[src/rtl/fp_addsub_sched_pkg.sv]
`default_nettype none
// ============================================================================
//  Package     : addpkg
//  Description : Shared types for the fp_addsub_sched scheduler and the
//                add_sub_top datapath it feeds: datapath error code, the
//                packed request record and the scheduler state encoding.
//  Revision    : 1.0 - initial release
// ============================================================================
package addpkg;

  localparam int c_MAX_NREQ = 8;

  // Error code reported by the add/sub datapath alongside every result.
  typedef enum logic [2:0] {
    ERR_NONE      = 3'd0,
    ERR_INVALID   = 3'd1,
    ERR_OVERFLOW  = 3'd2,
    ERR_UNDERFLOW = 3'd3,
    ERR_INEXACT   = 3'd4
  } o_err_t;

  // One granted request: both packed IEEE-754 operands plus add/sub select.
  typedef struct packed {
    logic [31:0] a;
    logic [31:0] b;
    logic        op;
  } fp_req_t;

  typedef enum logic [1:0] {
    IDLE = 2'd0,
    EXEC = 2'd1,
    RESP = 2'd2
  } sched_state_t;

  // Index of the set bit of a one-hot vector (zero when no bit is set).
  function automatic logic [2:0] onehot_to_idx(input logic [c_MAX_NREQ-1:0] oh);
    logic [2:0] idx;
    idx = '0;
    for (int i = 0; i < c_MAX_NREQ; i++) begin
      if (oh[i]) idx = idx | 3'(i);
    end
    return idx;
  endfunction

endpackage
`default_nettype wire

[src/rtl/fp_addsub_sched_if.sv]
`default_nettype none
// ============================================================================
//  Interface   : fp_addsub_sched_if
//  Description : Requester-side bundle of fp_addsub_sched.
//                req_*  : per-requester request channel (valid/ready, operands)
//                rsp_*  : per-requester response valid/ready, shared result bus
//                master : requester side, slave : scheduler side
//  Revision    : 1.0 - initial release
// ============================================================================
interface fp_addsub_sched_if
  import addpkg::*;
#(
  parameter int NREQ = 2
) ();

  logic [NREQ-1:0]       req_valid;
  logic [NREQ-1:0]       req_ready;
  logic [NREQ-1:0][31:0] req_a;
  logic [NREQ-1:0][31:0] req_b;
  logic [NREQ-1:0]       req_op;
  logic [NREQ-1:0]       rsp_valid;
  logic [NREQ-1:0]       rsp_ready;
  logic [31:0]           rsp_result;
  o_err_t                rsp_err;

  modport master (
    output req_valid, req_a, req_b, req_op, rsp_ready,
    input  req_ready, rsp_valid, rsp_result, rsp_err
  );

  modport slave (
    input  req_valid, req_a, req_b, req_op, rsp_ready,
    output req_ready, rsp_valid, rsp_result, rsp_err
  );

endinterface
`default_nettype wire

[src/rtl/fp_addsub_sched_rr_arbiter.sv]
`default_nettype none
// ============================================================================
//  Module      : rr_arbiter
//  Description : Combinational round-robin pick. Grants the first set bit of
//                req at or after ptr, searching circularly.
//                req   : request vector
//                ptr   : highest-priority index
//                grant : one-hot grant
//                found : at least one request present
//  Revision    : 1.0 - initial release
// ============================================================================
module rr_arbiter #(
  parameter int NREQ = 2
) (
  input  logic [NREQ-1:0]         req,
  input  logic [$clog2(NREQ)-1:0] ptr,
  output logic [NREQ-1:0]         grant,
  output logic                    found
);

  localparam int PTR_W = $clog2(NREQ);

  logic [PTR_W-1:0] w_idx;

  always_comb begin
    grant = '0;
    found = 1'b0;
    w_idx = '0;
    for (int i = 0; i < NREQ; i++) begin
      w_idx = PTR_W'((int'(ptr) + i) % NREQ);
      if (!found && req[w_idx]) begin
        grant[w_idx] = 1'b1;
        found        = 1'b1;
      end
    end
  end

endmodule
`default_nettype wire

[src/rtl/fp_addsub_sched.sv]
`default_nettype none
// ============================================================================
//  Module      : fp_addsub_sched
//  Description : Shares one single-precision add/sub datapath between NREQ
//                requesters. A round-robin grant latches the operands, which
//                drive the datapath for LAT cycles; the datapath result and
//                error code are then registered and returned to the granted
//                requester over its response handshake.
//                clk, rst_n        : clock, asynchronous active-low reset
//                bus               : requester request/response bundle
//                busy              : scheduler not idle
//                sign/exp/sig1,2   : unpacked operands to the datapath
//                opcode            : datapath add(0)/subtract(1)
//                fp_out, err_o     : datapath result and error code
//  Revision    : 1.0 - initial release
// ============================================================================
module fp_addsub_sched
  import addpkg::*;
#(
  parameter int NREQ = 2,
  parameter int LAT  = 2
) (
  input  logic                  clk,
  input  logic                  rst_n,
  fp_addsub_sched_if.slave      bus,
  output logic                  busy,
  output logic                  sign1,
  output logic                  sign2,
  output logic [7:0]            exp1,
  output logic [7:0]            exp2,
  output logic [22:0]           sig1,
  output logic [22:0]           sig2,
  output logic                  opcode,
  input  logic [31:0]           fp_out,
  input  o_err_t                err_o
);

  localparam int PTR_W = $clog2(NREQ);
  localparam int CNT_W = (LAT > 1) ? $clog2(LAT) : 1;
  localparam logic [CNT_W-1:0] c_CNT_LAST = CNT_W'(LAT - 1);
  localparam logic [PTR_W-1:0] c_PTR_LAST = PTR_W'(NREQ - 1);

  sched_state_t     state_q, state_d;
  logic [PTR_W-1:0] rr_ptr_q, rr_ptr_d;
  logic [PTR_W-1:0] gidx_q, gidx_d;
  logic [CNT_W-1:0] cnt_q, cnt_d;
  fp_req_t          opnd_q, opnd_d;
  logic [NREQ-1:0]  rsp_valid_q, rsp_valid_d;
  logic [31:0]      rsp_result_q, rsp_result_d;
  o_err_t           rsp_err_q, rsp_err_d;

  logic [NREQ-1:0]  w_grant;
  logic             w_found;
  logic [PTR_W-1:0] w_grant_idx;

  rr_arbiter #(
    .NREQ (NREQ)
  ) u_arb (
    .req   (bus.req_valid),
    .ptr   (rr_ptr_q),
    .grant (w_grant),
    .found (w_found)
  );

  assign w_grant_idx = PTR_W'(onehot_to_idx(c_MAX_NREQ'(w_grant)));

  always_comb begin
    state_d       = state_q;
    rr_ptr_d      = rr_ptr_q;
    gidx_d        = gidx_q;
    cnt_d         = cnt_q;
    opnd_d        = opnd_q;
    rsp_valid_d   = rsp_valid_q;
    rsp_result_d  = rsp_result_q;
    rsp_err_d     = rsp_err_q;
    bus.req_ready = '0;

    case (state_q)
      IDLE: begin
        // rst_n gates the combinational ready so it reads 0 throughout reset.
        if (w_found && rst_n) begin
          bus.req_ready = w_grant;
          opnd_d        = '{a:  bus.req_a[w_grant_idx],
                            b:  bus.req_b[w_grant_idx],
                            op: bus.req_op[w_grant_idx]};
          gidx_d        = w_grant_idx;
          cnt_d         = '0;
          state_d       = EXEC;
        end
      end

      EXEC: begin
        cnt_d = cnt_q + 1'b1;
        // Operands have now been stable for LAT cycles: sample the datapath.
        if (cnt_q == c_CNT_LAST) begin
          rsp_result_d = fp_out;
          rsp_err_d    = err_o;
          rsp_valid_d  = NREQ'(1) << gidx_q;
          state_d      = RESP;
        end
      end

      RESP: begin
        if (bus.rsp_ready[gidx_q]) begin
          rsp_valid_d = '0;
          rr_ptr_d    = (gidx_q == c_PTR_LAST) ? '0 : gidx_q + 1'b1;
          state_d     = IDLE;
        end
      end

      default: begin
        state_d = IDLE;
      end
    endcase
  end

  always_ff @(posedge clk or negedge rst_n) begin
    if (!rst_n) begin
      state_q      <= IDLE;
      rr_ptr_q     <= '0;
      gidx_q       <= '0;
      cnt_q        <= '0;
      opnd_q       <= '0;
      rsp_valid_q  <= '0;
      rsp_result_q <= '0;
      rsp_err_q    <= ERR_NONE;
    end else begin
      state_q      <= state_d;
      rr_ptr_q     <= rr_ptr_d;
      gidx_q       <= gidx_d;
      cnt_q        <= cnt_d;
      opnd_q       <= opnd_d;
      rsp_valid_q  <= rsp_valid_d;
      rsp_result_q <= rsp_result_d;
      rsp_err_q    <= rsp_err_d;
    end
  end

  assign busy           = (state_q != IDLE);
  assign bus.rsp_valid  = rsp_valid_q;
  assign bus.rsp_result = rsp_result_q;
  assign bus.rsp_err    = rsp_err_q;

  // Unpacking is pure bit slicing; ports keep their values until the next grant.
  assign sign1  = opnd_q.a[31];
  assign exp1   = opnd_q.a[30:23];
  assign sig1   = opnd_q.a[22:0];
  assign sign2  = opnd_q.b[31];
  assign exp2   = opnd_q.b[30:23];
  assign sig2   = opnd_q.b[22:0];
  assign opcode = opnd_q.op;

endmodule
`default_nettype wire

[src/flat_wrapper.sv]
// flat-port wrapper written by rule: the top's interface ports become plain ports
module fp_addsub_sched_flat import addpkg::*;
#(
  parameter int NREQ = 2,
  parameter int LAT  = 2
)
  (clk, rst_n, busy, sign1, sign2, exp1, exp2, sig1, sig2, opcode, fp_out, err_o, bus_req_valid, bus_req_a, bus_req_b, bus_req_op, bus_rsp_ready, bus_req_ready, bus_rsp_valid, bus_rsp_result, bus_rsp_err);
  fp_addsub_sched_if #(.NREQ(NREQ)) bus_i ();
  input  logic clk;
  input  logic rst_n;
  output logic busy;
  output logic sign1;
  output logic sign2;
  output logic [7:0] exp1;
  output logic [7:0] exp2;
  output logic [22:0] sig1;
  output logic [22:0] sig2;
  output logic opcode;
  input  logic [31:0] fp_out;
  input  o_err_t err_o;
  input wire logic [$bits(bus_i.req_valid)-1:0] bus_req_valid;
  input wire logic [$bits(bus_i.req_a)-1:0] bus_req_a;
  input wire logic [$bits(bus_i.req_b)-1:0] bus_req_b;
  input wire logic [$bits(bus_i.req_op)-1:0] bus_req_op;
  input wire logic [$bits(bus_i.rsp_ready)-1:0] bus_rsp_ready;
  output wire logic [$bits(bus_i.req_ready)-1:0] bus_req_ready;
  output wire logic [$bits(bus_i.rsp_valid)-1:0] bus_rsp_valid;
  output wire logic [$bits(bus_i.rsp_result)-1:0] bus_rsp_result;
  output wire logic [$bits(bus_i.rsp_err)-1:0] bus_rsp_err;
  assign bus_i.req_valid = bus_req_valid;
  assign bus_i.req_a = bus_req_a;
  assign bus_i.req_b = bus_req_b;
  assign bus_i.req_op = bus_req_op;
  assign bus_i.rsp_ready = bus_rsp_ready;
  assign bus_req_ready = bus_i.req_ready;
  assign bus_rsp_valid = bus_i.rsp_valid;
  assign bus_rsp_result = bus_i.rsp_result;
  assign bus_rsp_err = bus_i.rsp_err;
  fp_addsub_sched #(.NREQ(NREQ), .LAT(LAT)) u_core (.clk(clk), .rst_n(rst_n), .bus(bus_i), .busy(busy), .sign1(sign1), .sign2(sign2), .exp1(exp1), .exp2(exp2), .sig1(sig1), .sig2(sig2), .opcode(opcode), .fp_out(fp_out), .err_o(err_o));
endmodule
[config.mk]
export PLATFORM = sky130hd
export DESIGN_NAME = fp_addsub_sched_flat
export DESIGN_NICKNAME = d
export VERILOG_FILES = /design/src/rtl/fp_addsub_sched_pkg.sv /design/src/rtl/fp_addsub_sched_if.sv /design/src/rtl/fp_addsub_sched_rr_arbiter.sv /design/src/rtl/fp_addsub_sched.sv /design/src/flat_wrapper.sv
export SDC_FILE = /design/constraint.sdc
export NUM_CORES = 1
export LEC_CHECK = 0
export BUFFER_PORTS_ARGS = -buffer_cell sky130_fd_sc_hd__buf_2
export CAP_MARGIN = 20
export CORE_UTILIZATION = 40
export CTS_BUF_LIST = sky130_fd_sc_hd__clkbuf_16
export CTS_CLUSTER_DIAMETER = 60
export CTS_CLUSTER_SIZE = 25
export DETAILED_ROUTE_END_ITERATION = 10
export HOLD_SLACK_MARGIN = 0.02
export PLACE_DENSITY = 0.88
export SLEW_MARGIN = 20
export SYNTH_ARGS = -nofsm -noshare
export SYNTH_HDL_FRONTEND = slang
export SYNTH_SLANG_ARGS = --single-unit
[constraint.sdc]
create_clock -name clk -period 1.6 [get_ports clk]
set_input_delay 0.16 -clock clk [delete_from_list [all_inputs] [get_ports clk]]
set_output_delay 0.16 -clock clk [all_outputs]
set_load 0.01 [all_outputs]
Word level (Yosys, flattened, before mapping)
Cells that the tools add are included.

word-level totals
  logic and storage cells = 73
  register bits after elaboration = 107
  input port bits = 171
  output and inout bits = 105

cells by class
  bitwise logic cells = 1
  reductions and logical operators = 15
  shift operators = 1
  add/sub/neg operators = 3
  muxes and demuxes = 32
  magnitude comparators = 6
  eq/ne operators = 5

operator list
  kind                                                        number
  2-to-1 mux 32 bit                                           4
  2-to-1 mux 2 bit                                            8
  2-to-1 mux 1 bit                                            15
  less-than comparator 1 x 2 -> 1 bit, second input constant  4
  AND reduction 2 bit                                         4
  != test 2 x 1 -> 1 bit, second input constant               3
  one-hot mux 2 bit (3 select lines)                          1
  AND reduction 3 bit                                         2
  nonzero test 2 bit                                          3
  logical AND 1 bit                                           4
  one-hot mux 2 bit (2 select lines)                          1
  adder 1 bit, second input constant                          3
  demux 1 bit (select 1 bit)                                  2
  == test 2 x 1 -> 1 bit, second input constant               1
  == test 2 bit, second input constant                        1
  greater-or-equal comparator 1 bit, second input constant    2
  zero test 2 bit                                             1
  OR 2 bit                                                    1
  one-hot mux 1 bit (2 select lines)                          1
  << shifter 1 x 1 -> 2 bit, first input constant             1
  zero test 1 bit                                             1

Longest topological paths before layout
Gate-level depths: netlist of the first run.

  depth after elaboration = 10
  depth in mapped cells = 5
  gate-level depth less buffers = 3

Modules after synthesis
A second synthesis of the first run with hierarchy kept.

second synthesis, totals
  cells, all modules = 395
  area, all modules = 4,708.3 um^2

modules (own cells, without submodules)
  module           instances  cells an instance  seq. area each (um^2)  area an instance (um^2)
  fp_addsub_sched  1          391                2,677.6                4,683.2
  rr_arbiter       1          4                  0.0                    25.0

Least setup slack after synthesis of the first run
Ideal clock, no wire load.

  path type = flip-flop to flip-flop
  start = reg u_core.state_q[1]
  end = reg u_core.opnd_q, in the netlist u_core.exp1[3]
  required time = 1.477 ns
  arrival time = 1.376 ns
  setup time = 0.123 ns
  slack = 0.101 ns
  cell stages (with the launch flop) = 6
  cells stage by stage = dfrtp_1 nor3b_4 nand3_1 buf_2 buf_2 o221a_1

between the ends
  word-level cells in the longest chain between the ends = 2

RTL lines
  element                               RTL line                source
  start, declared                       fp_addsub_sched.sv:43   sched_state_t state_q, state_d;
  start signal, assigned                fp_addsub_sched.sv:128  state_q <= state_d;
  zero test 2 bit                       fp_addsub_sched.sv:78   case (state_q)
  AND reduction 2 bit (no source line)  --
  end signal, assigned                  fp_addsub_sched.sv:132  opnd_q <= opnd_d;
  end, declared                         fp_addsub_sched.sv:47   fp_req_t opnd_q, opnd_d;

Every way passes these cells.
A chain may end at the register's enable or synchronous reset.

Final worst setup path of the first run
  start = reg u_core.state_q[1]
  end = out bus_req_ready[1]

between the ends
  word-level cells in the longest chain between the ends = 2

RTL lines
  element           RTL line               source
  zero test 2 bit   fp_addsub_sched.sv:78
  2-to-1 mux 2 bit  fp_addsub_sched.sv:78
  end, declared     flat_wrapper.sv:26     output wire logic [$bits(bus_i.req_ready)-1:0] bus_req_ready;

Every way passes these cells.

==> results.toml, run 1 <==
[clock_network]
clockBufferDepth = 2
cts_root_buffer = "clkbuf_16"
clkTransAtPathRegs_ns = 0.07
clock-sinks = 107
htree_levels = 3
cts_buffers = 9
clk-insertion-delay-late_ns = 0.34
cts_tree = "yes"

[die]
die_h_microns = 111
coreArea_sq_mm = 0.0115
die_area_sq_mm = 0.0123
fp.dieW_microns = 111
fp-row-count = 39
pin_count = 276
initial_utilization_pct = 41.3

[routing]
route.detailed.drc = 0
avgViaCountPerCell = 5.56
postRouteAntennaNets = 0
drtPass1Iterations = 4
routedWlPerCell_microns = 19.0
drt_iter0_markers = 211
vias = 4278
wl_met1_microns = 5930
wl_met3_microns = 862
wl_microns = 14600
met2WireLength_microns = 7360
highest_layer = "met4"

[logic_synthesis]
yosysSeqAreaShare_pct = 56.5
synth_ff_type = "dfrtp_1"
synth_compound_area_share_pct = 16.7
synth_edf_count = 0
netlist_instances = 342
syn_area_per_cell_sq_um = 13.9
synthTopCellsByCount = "107 x dfrtp_1, 65 x nand4b_1, 37 x o221a_2"
async_flop_share_pct = 100
synth.most_common_cell = "dfrtp_1"
yosys.area_share.simple_pct = 14.0
ys_warn_count = 0
synth_xor_area_share_pct = 0.185
synth_top_family_by_area = "compound AO/OA/AOI/OAI gates"
ys_seq_elements = 107
syn_nets = 513
syn-cell-area_sq_mm = 0.00474
synthMuxAreaShare_pct = 8.53
synthTopCellsByArea = "dfrtp_1 57%, nand4b_1 12%, o221a_2 8.8%, mux2_2 8.3%, o221a_1 6.7%"
synth.top_cell.area_share_pct = 56.5
synth_cell_types = 24
synth_fa_ha_area_share_pct = 0
yosysTopAreaCell = "dfrtp_1"

[place]
gp_congestion = 0.811
dp_hpwl_microns = 9590
placement.io_buffers = 275
post_dp_cell_area_sq_mm = 0.00633

[worst_setup_path]
r2r_slack_ns = -0.05
crit_top_cell = "buf_6"
cp_max_fo = 3
critical_path.slowest_cell = "dfrtp_1"
crit_path_end = "bus_req_ready[1]"
endpoint_kind = "output pin"
rr_worst_depth = 6
startpoint = "u_core.state_q[1]"
regToRegEndpoint = "u_core.sig1[1]"
crit_required_ns = 1.44
cp_cell_sequence = "nor3b_4 > buf_6 > nand3_4 > buf_12 > clkinv_4 > buf_6"
criticalPathCategory = "register to output pin"
slowest_delay_ns = 0.41
crit_arrival_ns = 1.49
start_kind = "register"
timing.rr.start = "u_core.state_q[1]"

[timing]
rsz0062_at_grt = "true"
fin_crit_ns = 1.65
skew_ns = 0.00538
setup_ws_ns = -0.0516
relSlewSlack_pct = 63.7
period_share_pct = 103
tightest_slew_ns = 0.544
fmax_mhz = 605
slew_violations = 0
setup-violations-final = 56
finalHoldViolations = 0

[cells_and_area]
drive_gt1_share_pct = 63.7
nNetsFinal = 791
syn_to_final_growth_pct = 46.8
design_area_sq_mm = 0.00696
fillers = 877
fin_util_pct = 60.7

[status]
run_status = "finished, violations left"
violations = "negative setup slack"

[flow_run]
maxCapViolCount = 0

[grt]
grt_usage_pct = 22.6
antenna_found_initial = 1
grt_pass1_vias = 4343
overflow = 0
grt_first_pass_wirelength_microns = 21900
grt_max_degree = 108

[power_and_ir_drop]
power_density_mw_per_mm2 = 1830
irDropWorstVdd_uv = 1080
p_leak_nw = 3.14

[min_path]
hold_path.class = "input port to register"
worst min-delay path by stage:
stage	endpoint	depth (start not counted)	slack [ns]	from
after floorplan	u_core.bus.rsp_err[0]	0	-0.14	rst_n
after global placement	u_core.bus.rsp_result[10]	2	0.29	rst_n
after detailed placement	u_core.bus.rsp_result[9]	2	0.30	rst_n
after CTS	u_core.bus.rsp_result[20]	2	0.04	fp_out[20]
after global routing	u_core.bus.rsp_err[0]	2	0.04	err_o[0]
final	u_core.bus.rsp_result[20]	2	0.05	fp_out[20]
placed cells by master, fill, tap and decap left out, types with 2 or more instances in the layout:
cell type,count
nand3b_1,3
o221a_4,6
o221a_2,31
nor2_1,2
nor2b_1,2
mux2_2,35
buf_6,7
clkinvlp_4,3
inv_1,3
a21oi_1,6
nand2_1,2
buf_16,2
o221a_1,28
dfrtp_1,107
o21ai_0,2
buf_12,8
buf_2,272
nand4b_1,65
buf_4,11
clkbuf_16,13
flip-flops by register name, summed over array words and instances (netlist names):
signal                 flops
u_core.opcode              1
u_core.sig2               23
u_core.bus.rsp_result     32
u_core.gidx_q              1
u_core.state_q             2
u_core.sign1               1
u_core.rr_ptr_q            1
u_core.sign2               1
u_core.exp2                8
u_core.bus.rsp_err         3
u_core.bus.rsp_valid       2
u_core.cnt_q               1
u_core.exp1                8
u_core.sig1               23
layout make-up:
| type | instances | area [sq um] | share of cell area [%] |
|---|---|---|---|
| antenna | 1 | 2.50 | 0.0360 |
| clock buffer | 9 | 225 | 3.24 |
| clock inverter | 7 | 43.8 | 0.629 |
| inverter | 3 | 16.3 | 0.234 |
| multi-input combinational | 193 | 1950 | 28.0 |
| sequential | 107 | 2680 | 38.5 |
| tap | 143 | 179 | 2.57 |
| timing repair buffer | 306 | 1860 | 26.8 |
logic make-up (layout without fill, tap and decap cells):
logic type | Yosys count | in the layout
AOI/OAI and AO/OA | 76 | 76
xor gates and xnor gates | 1 | 1
buffers and inverters | 42 | 325
DFF | 107 | 107
muxes | 36 | 36
other | 0 | 1
and+or+nand+nor | 80 | 80
per-stage QoR:
step	hold slack (ns)	TNS, ns	worst slack [ns]	power [mW]	instances
4_1_cts	0.0381	-0.137	-0.0811	12.6	764
2_1_floorplan	-0.136	0	0.101	7.91	342
3_5_place_dp	0.304	0	0.0893	10.2	736
6_report	0.0490	-1.35	-0.0516	12.7	769
3_3_place_gp	0.293	0	0.149	9.93	736
5_1_grt	0.0403	-6.52	-0.123	13.4	769
per-layer routing:
| metal | up-vias | track usage (%) |
|---|---|---|
| met5 | - | 0 |
| li1 | 1943 | - |
| met4 | 0 | 10.8 |
| met3 | 37 | 3.99 |
| met2 | 211 | 39.3 |
| met1 | 2087 | 26.9 |
critical path: cells and delay by family, from the launching register on:
kind	cells	cell delay, ns
simple gates	2	0.34
flops	1	0.41
buf+inv	4	0.40
power by group:
part | total, mW | internal (mW) | switching [mW]
clock network | 2.01 | 1.05 | 0.965
logic | 5.87 | 3.20 | 2.67
registers | 4.83 | 4.05 | 0.782
repair_timing:
action                                  4_1_cts  5_1_grt
pin swaps                                     3        4
gates cloned                                  3        6
setup buffers                                 8        1
hold buffers                                  1        0
hold endpoints to repair                    107        0
resized for setup                            15       13
endpoints found under the setup margin        2       68
Note: power is estimated with default switching activity, not from simulation.
==> run 2: changes to the inputs <==
--- a/config.mk
+++ b/config.mk
@@ -5,15 +5,16 @@
 export SDC_FILE = /design/constraint.sdc
 export NUM_CORES = 1
 export LEC_CHECK = 0
-export BUFFER_PORTS_ARGS = -buffer_cell sky130_fd_sc_hd__buf_2
 export CAP_MARGIN = 20
-export CORE_UTILIZATION = 40
+export CORE_AREA = 2 2 106 108
 export CTS_BUF_LIST = sky130_fd_sc_hd__clkbuf_16
 export CTS_CLUSTER_DIAMETER = 60
 export CTS_CLUSTER_SIZE = 25
 export DETAILED_ROUTE_END_ITERATION = 10
+export DIE_AREA = 0 0 108 110
+export DONT_BUFFER_PORTS = 1
 export HOLD_SLACK_MARGIN = 0.02
-export PLACE_DENSITY = 0.88
+export PLACE_DENSITY = 0.59
 export SLEW_MARGIN = 20
 export SYNTH_ARGS = -nofsm -noshare
 export SYNTH_HDL_FRONTEND = slang
==> run 2 against run 1 <==
Effect of this change: the flow now stops in clock tree synthesis (4_1_cts); synthesized area stayed put; synthesized cell count unchanged.
==> results.toml, run 2 <==
[status]
run_status = "stopped before the end"
lastStage = "clock tree synthesis (4_1_cts)"
firstError = "[ERROR RSZ-0060] Max buffer count reached."

[logic_synthesis]
synth_cell_types = 24
ys_seq_elements = 107
synthTopCellsByCount = "107 x dfrtp_1, 65 x nand4b_1, 37 x o221a_2"
ys_warn_count = 0
yosysTopAreaCell = "dfrtp_1"
syn_area_per_cell_sq_um = 13.9
netlist_instances = 342
syn-cell-area_sq_mm = 0.00474
synth.most_common_cell = "dfrtp_1"
yosysSeqAreaShare_pct = 56.5
synthTopCellsByArea = "dfrtp_1 57%, nand4b_1 12%, o221a_2 8.8%, mux2_2 8.3%, o221a_1 6.7%"
synth.top_cell.area_share_pct = 56.5
synth_ff_type = "dfrtp_1"
async_flop_share_pct = 100
syn_nets = 513
synth_edf_count = 0

[die]
fp.dieW_microns = 108
fp-row-count = 38
initial_utilization_pct = 44.3
pin_count = 276
die_h_microns = 110

[place]
gp_congestion = 0.764
placement.io_buffers = 0
dp.cells = 453
dp_hpwl_microns = 8080

[clock_network]
hold_buffers = 101
clock-sinks = 107
cts_buffers = 9
cts_root_buffer = "clkbuf_16"
cts_setup_buffers = 8
ctsResizeCount = 7
clockBufferDepth = 2
htree_levels = 3
run 2: cell families after synthesis:
group           count (synthesis)  synth area share, %
simple gates                   80                 14.0
compound gates                 76                 16.7
mux                            36                 8.53
buf+inv                        42                 4.01
xor+xnor                        1                0.185
flops                         107                 56.5
run 2: metrics by stage:
step	worst slack, ns	util (%)	hold slack, ns	cell area [sq um]
detailed placement	0.0749	45.7	-0.133	4890
global placement	0.129	45.7	-0.133	4890
floorplan	0.101	-	-0.136	4740
==> run 3: changes to the inputs <==
--- a/config.mk
+++ b/config.mk
@@ -6,15 +6,10 @@
 export NUM_CORES = 1
 export LEC_CHECK = 0
 export CAP_MARGIN = 20
-export CORE_AREA = 2 2 106 108
-export CTS_BUF_LIST = sky130_fd_sc_hd__clkbuf_16
-export CTS_CLUSTER_DIAMETER = 60
-export CTS_CLUSTER_SIZE = 25
+export CORE_UTILIZATION = 40
 export DETAILED_ROUTE_END_ITERATION = 10
-export DIE_AREA = 0 0 108 110
 export DONT_BUFFER_PORTS = 1
-export HOLD_SLACK_MARGIN = 0.02
-export PLACE_DENSITY = 0.59
+export PLACE_DENSITY_LB_ADDON = 0.15
 export SLEW_MARGIN = 20
 export SYNTH_ARGS = -nofsm -noshare
 export SYNTH_HDL_FRONTEND = slang
==> constraint.sdc (replaced) <==
create_clock -name clk -period 2.1 [get_ports clk]
set_input_delay 0.21 -clock clk [delete_from_list [all_inputs] [get_ports clk]]
set_output_delay 0.21 -clock clk [all_outputs]
set_load 0.01 [all_outputs]
==> run 3 against run 2 <==
Effect of this change: the flow now finishes, with violations (negative hold slack).
==> results.toml, run 3 (synthesized netlist as in run 1, its figures left out) <==
[status]
run_status = "finished, violations left"
violations = "negative hold slack"

[cells_and_area]
drive_gt1_share_pct = 30.4
design_area_sq_mm = 0.00520
nNetsFinal = 498
syn_to_final_growth_pct = 9.85
largest_reg_flops = 32
final_common_cell = "dfrtp_1"
diodes = 0
fillers = 1011
final_cell_mix = "107 x dfrtp_1, 65 x nand4b_1, 37 x o221a_2"

[die]
coreArea_sq_mm = 0.0115
fp.dieW_microns = 111
initial_utilization_pct = 41.3
die_h_microns = 111
fp-row-count = 39
die_area_sq_mm = 0.0123
pin_count = 276

[routing]
avgViaCountPerCell = 6.53
drt_iter0_markers = 204
vias = 3101
route.detailed.drc = 0
postRouteAntennaNets = 0
routedWlPerCell_microns = 24.4
wl_microns = 11600
drtPass1Iterations = 5

[grt]
grt_max_degree = 109
grt_first_pass_wirelength_microns = 18300
grt_pass1_vias = 3232
antenna_found_initial = 1
overflow = 0
grt_usage_pct = 18.9

[worst_setup_path]
endpoint_kind = "output pin"
critical_path.slowest_cell = "dfrtp_1"
cp_max_fo = 38
crit_required_ns = 1.89
cp_cell_sequence = "nor3b_4 > buf_6 > and3_1"
criticalPathCategory = "register to output pin"
crit_arrival_ns = 1.71
slowest_delay_ns = 0.46
start_kind = "register"

[timing]
tightest_slew_ns = 0.464
finalHoldViolations = 107
fmax_mhz = 520
whs_ns = -0.441
setup_tns_ns = 0
setup-violations-final = 0
rsz0062_at_grt = "false"
period_share_pct = 91.5
skew_ns = 0.0109
fin_crit_ns = 1.92
slew_violations = 0
relSlewSlack_pct = 69.0

[power_and_ir_drop]
irDropWorstVdd_uv = 689
p_leak_nw = 1.92
power_density_mw_per_mm2 = 1610

[clock_network]
clock-sinks = 107
clockBufferDepth = 2
cts_root_buffer = "clkbuf_16"
clk-insertion-delay-late_ns = 0.35
clkTransAtPathRegs_ns = 0.07
htree_levels = 3
cts_buffers = 9
cts_tree = "yes"

[min_path]
hold_path.class = "input port to async pin"

[place]
placement.io_buffers = 0
gp_congestion = 0.744
dp_hpwl_microns = 7690
post_dp_cell_area_sq_mm = 0.00482

[flow_run]
maxCapViolCount = 0
## run 3: repair_timing
item / CTS / global route
gates resized for setup: 0 / 1
hold endpoints to repair: 107 / 112
setup buffers: 0 / 0
endpoints found under the setup margin: 0 / 1
## run 3: worst paths after layout
| kind | from | endpoint | slack [ns] | cells past startpoint |
|---|---|---|---|---|
| min | rst_n | u_core.bus.rsp_result[2] | -0.44 | 0 |
| min in group clk | fp_out[15] | u_core.bus.rsp_result[15] | 0.02 | 1 |
| max in group asynchronous | rst_n | u_core.sign1 | 2.32 | 0 |
| min reg2reg | u_core.cnt_q | u_core.cnt_q | 0.57 | 2 |
| max | u_core.state_q[1] | bus_req_ready[0] | 0.18 | 3 |
| max reg2reg | u_core.state_q[1] | u_core.sign2 | 0.50 | 4 |
## run 3: power breakdown
group | total [mW] | switching (mW) | internal [mW] | leakage [nW]
clock | 1.86 | 0.797 | 1.07 | 0.163
sequential | 4.34 | 1.26 | 3.09 | 1.21
combinational | 2.16 | 0.865 | 1.29 | 0.554
## run 3: layout make-up
type | count | area, sq um | share of cell area, %
sequential | 107 | 2680 | 51.4
multi-input combinational | 193 | 1880 | 36.1
timing repair buffer | 13 | 126 | 2.43
inverter | 3 | 11.3 | 0.216
clock inverter | 7 | 106 | 2.04
clock buffer | 9 | 225 | 4.33
tap | 143 | 179 | 3.44
## run 3: per-stage QoR
stage	instances	hold WS, ns	setup slack [ns]	utilization, %	total power, mW
global placement	454	-0.0834	0.499	42.0	6.48
detailed placement	454	-0.0833	0.447	42.0	6.56
CTS	470	-0.456	0.0654	44.9	8.44
global route	475	-0.468	0.0710	45.4	8.86
floorplan	342	-0.0856	0.601	-	6.02
finish	475	-0.441	0.178	45.4	8.36
## run 3: worst max-delay path, delay by kind of cell (launching register included)
kind,cells,cell delay [ns]
buffers and inverters,1,0.33
AND/OR/NAND/NOR,2,0.57
flip-flops,1,0.46
## run 3: metal layers
metal | wire length (microns) | vias to the layer above | global-route usage (%)
li1 | - | 1345 | -
met1 | 4790 | 1533 | 24.7
met2 | 5470 | 194 | 28.6
met3 | 1000 | 27 | 6.45
met5 | 13 | - | 0
met4 | 327 | 2 | 7.91
==> run 4: changes to the inputs <==
==> constraint.sdc (replaced) <==
create_clock -name clk -period 1.8 [get_ports clk]
set_input_delay 0.45 -clock clk [delete_from_list [all_inputs] [get_ports clk]]
set_output_delay 0.45 -clock clk [all_outputs]
set_load 0.01 [all_outputs]
==> run 4 against run 3 <==
Effect of this change: the flow still finishes with violations (negative hold slack); via count rose by 1.9%; clock power about the same; setup slack got worse by 0.13 ns; power increased by 15%; clock-buffer cell count did not move; sequential share of layout area is 0.098 points higher; die area unchanged; final cell count rose by 0.84%; combinational power grew 24%; largest cell class unchanged; largest power group unchanged.
==> results.toml, run 4 (synthesized netlist as in run 1, its figures left out) <==
[worst_setup_path]
timing.rr.start = "u_core.state_q[0]"
criticalPathCategory = "register to output pin"
endpoint_kind = "output pin"
crit_required_ns = 1.35
start_kind = "register"
crit_arrival_ns = 1.30
r2r_slack_ns = 0.10
cp_max_fo = 4
rr_worst_depth = 6
regToRegEndpoint = "u_core.exp1[7]"

[timing]
setup_tns_ns = 0
setup_ws_ns = 0.0498
fin_crit_ns = 1.75
slew_violations = 0
period_share_pct = 97.2
rsz0062_at_grt = "true"
setup-violations-final = 0
finalHoldViolations = 107
tightest_slew_ns = 0.407
whs_ns = -0.203
skew_ns = 0.00716
relSlewSlack_pct = 72.9
fmax_mhz = 571

[die]
coreArea_sq_mm = 0.0115
fp-row-count = 39
die_area_sq_mm = 0.0123
fp.dieW_microns = 111
pin_count = 276
die_h_microns = 111
initial_utilization_pct = 41.3

[power_and_ir_drop]
p_clk_share_pct = 19.5
p_comb_share_pct = 27.9
irDropWorstVdd_uv = 808
totalPowerFinal_mw = 9.61
p_sw_mw = 3.43
p_leak_nw = 1.92
p_seq_share_pct = 52.6
power_density_mw_per_mm2 = 1850
switching_share_pct = 35.6
p_int_mw = 6.18

[place]
gp_congestion = 0.755
placement.io_buffers = 0
place_ws_ns = 0.110
dp_hpwl_microns = 8020

[status]
run_status = "finished, violations left"
violations = "negative hold slack"

[cells_and_area]
seq_area_sq_mm = 0.00268
largest_reg_flops = 32
syn_to_final_growth_pct = 9.74
nNetsFinal = 500
final_common_cell = "dfrtp_1"
final_cell_mix = "105 x dfrtp_1, 65 x nand4b_1, 37 x o221a_2"
fillers = 1008
multiInputGateArea_sq_mm = 0.00188
drive_gt1_share_pct = 33.5

[routing]
avgViaCountPerCell = 6.60
wl_microns = 11800
drt_iter0_markers = 138
routedWlPerCell_microns = 24.7
postRouteAntennaNets = 0
route.detailed.drc = 0
vias = 3160
drtPass1Iterations = 4

[grt]
grt_first_pass_wirelength_microns = 18600
grt_max_degree = 109
grt_usage_pct = 19.5
overflow = 0
antenna_found_initial = 3
grt_pass1_vias = 3300

[clock_network]
clock-sinks = 107
cts_root_buffer = "clkbuf_16"
cts_buffers = 9
clockBufferDepth = 2
clk-insertion-delay-late_ns = 0.34
cts_tree = "yes"
clkTransAtPathRegs_ns = 0.07
htree_levels = 3

[flow_run]
maxCapViolCount = 0

[min_path]
hold_path.class = "input port to async pin"
[run 4: worst max path at each step]
stage                           start                to  slack [ns]  cells after the start
floorplan            bus_req_valid[1]  bus_req_ready[0]        0.04                      4
global placement    u_core.state_q[1]    u_core.exp1[0]        0.21                      4
detailed placement  u_core.state_q[1]    u_core.exp1[0]        0.11                      4
CTS                 u_core.state_q[1]  bus_req_ready[0]       0.003                      2
global route        u_core.state_q[0]  bus_req_ready[1]      -0.009                      3
finish              u_core.state_q[0]  bus_req_ready[0]        0.05                      2
[run 4: routing by layer]
layer,track usage (%),vias to the layer above,wire length (microns)
met1,23.3,1588,4560
met3,6.51,26,1070
met5,0,-,31
met4,9.69,4,339
li1,-,1351,-
met2,31.3,191,5820
[run 4: power by group through the flow]
stage	Clock (mW)	Combinational, mW	Sequential (mW)
floorplan	0	2.24	4.79
global placement	0	2.52	5.12
detailed placement	0	2.64	5.11
CTS	1.95	2.69	5.08
global route	2.04	2.95	5.19
finish	1.88	2.68	5.05
[run 4: layout make-up]
type | count | share of cell area, %
Clock inverter | 7 | 1.18
Clock buffer | 9 | 4.33
Inverter | 3 | 0.217
Multi-Input combinational cell | 193 | 36.2
Antenna cell | 2 | 0.0962
Timing Repair Buffer | 15 | 2.96
Tap cell | 143 | 3.44
Sequential cell | 107 | 51.5
[run 4: critical path: stages, from the launching register on]
cell,delay [ns]
dfrtp_2,0.42
nor3b_4,0.28
and3_4,0.26
[run 4: timing repair]
action | CTS | global route
resized for setup | 5 | 1
pin swaps | 2 | 1
setup buffers | 4 | 1
hold endpoints to repair | 107 | 107
endpoints found under the setup margin | 2 | 15
[run 4: stage by stage]
step	cell area, sq um	std cells	utilization [%]
final	5200	479	45.3
after global routing	5200	478	45.3
after CTS	5180	476	45.2
after detailed placement	4860	456	42.4
after global placement	4860	456	42.4
after floorplan	4740	342	-
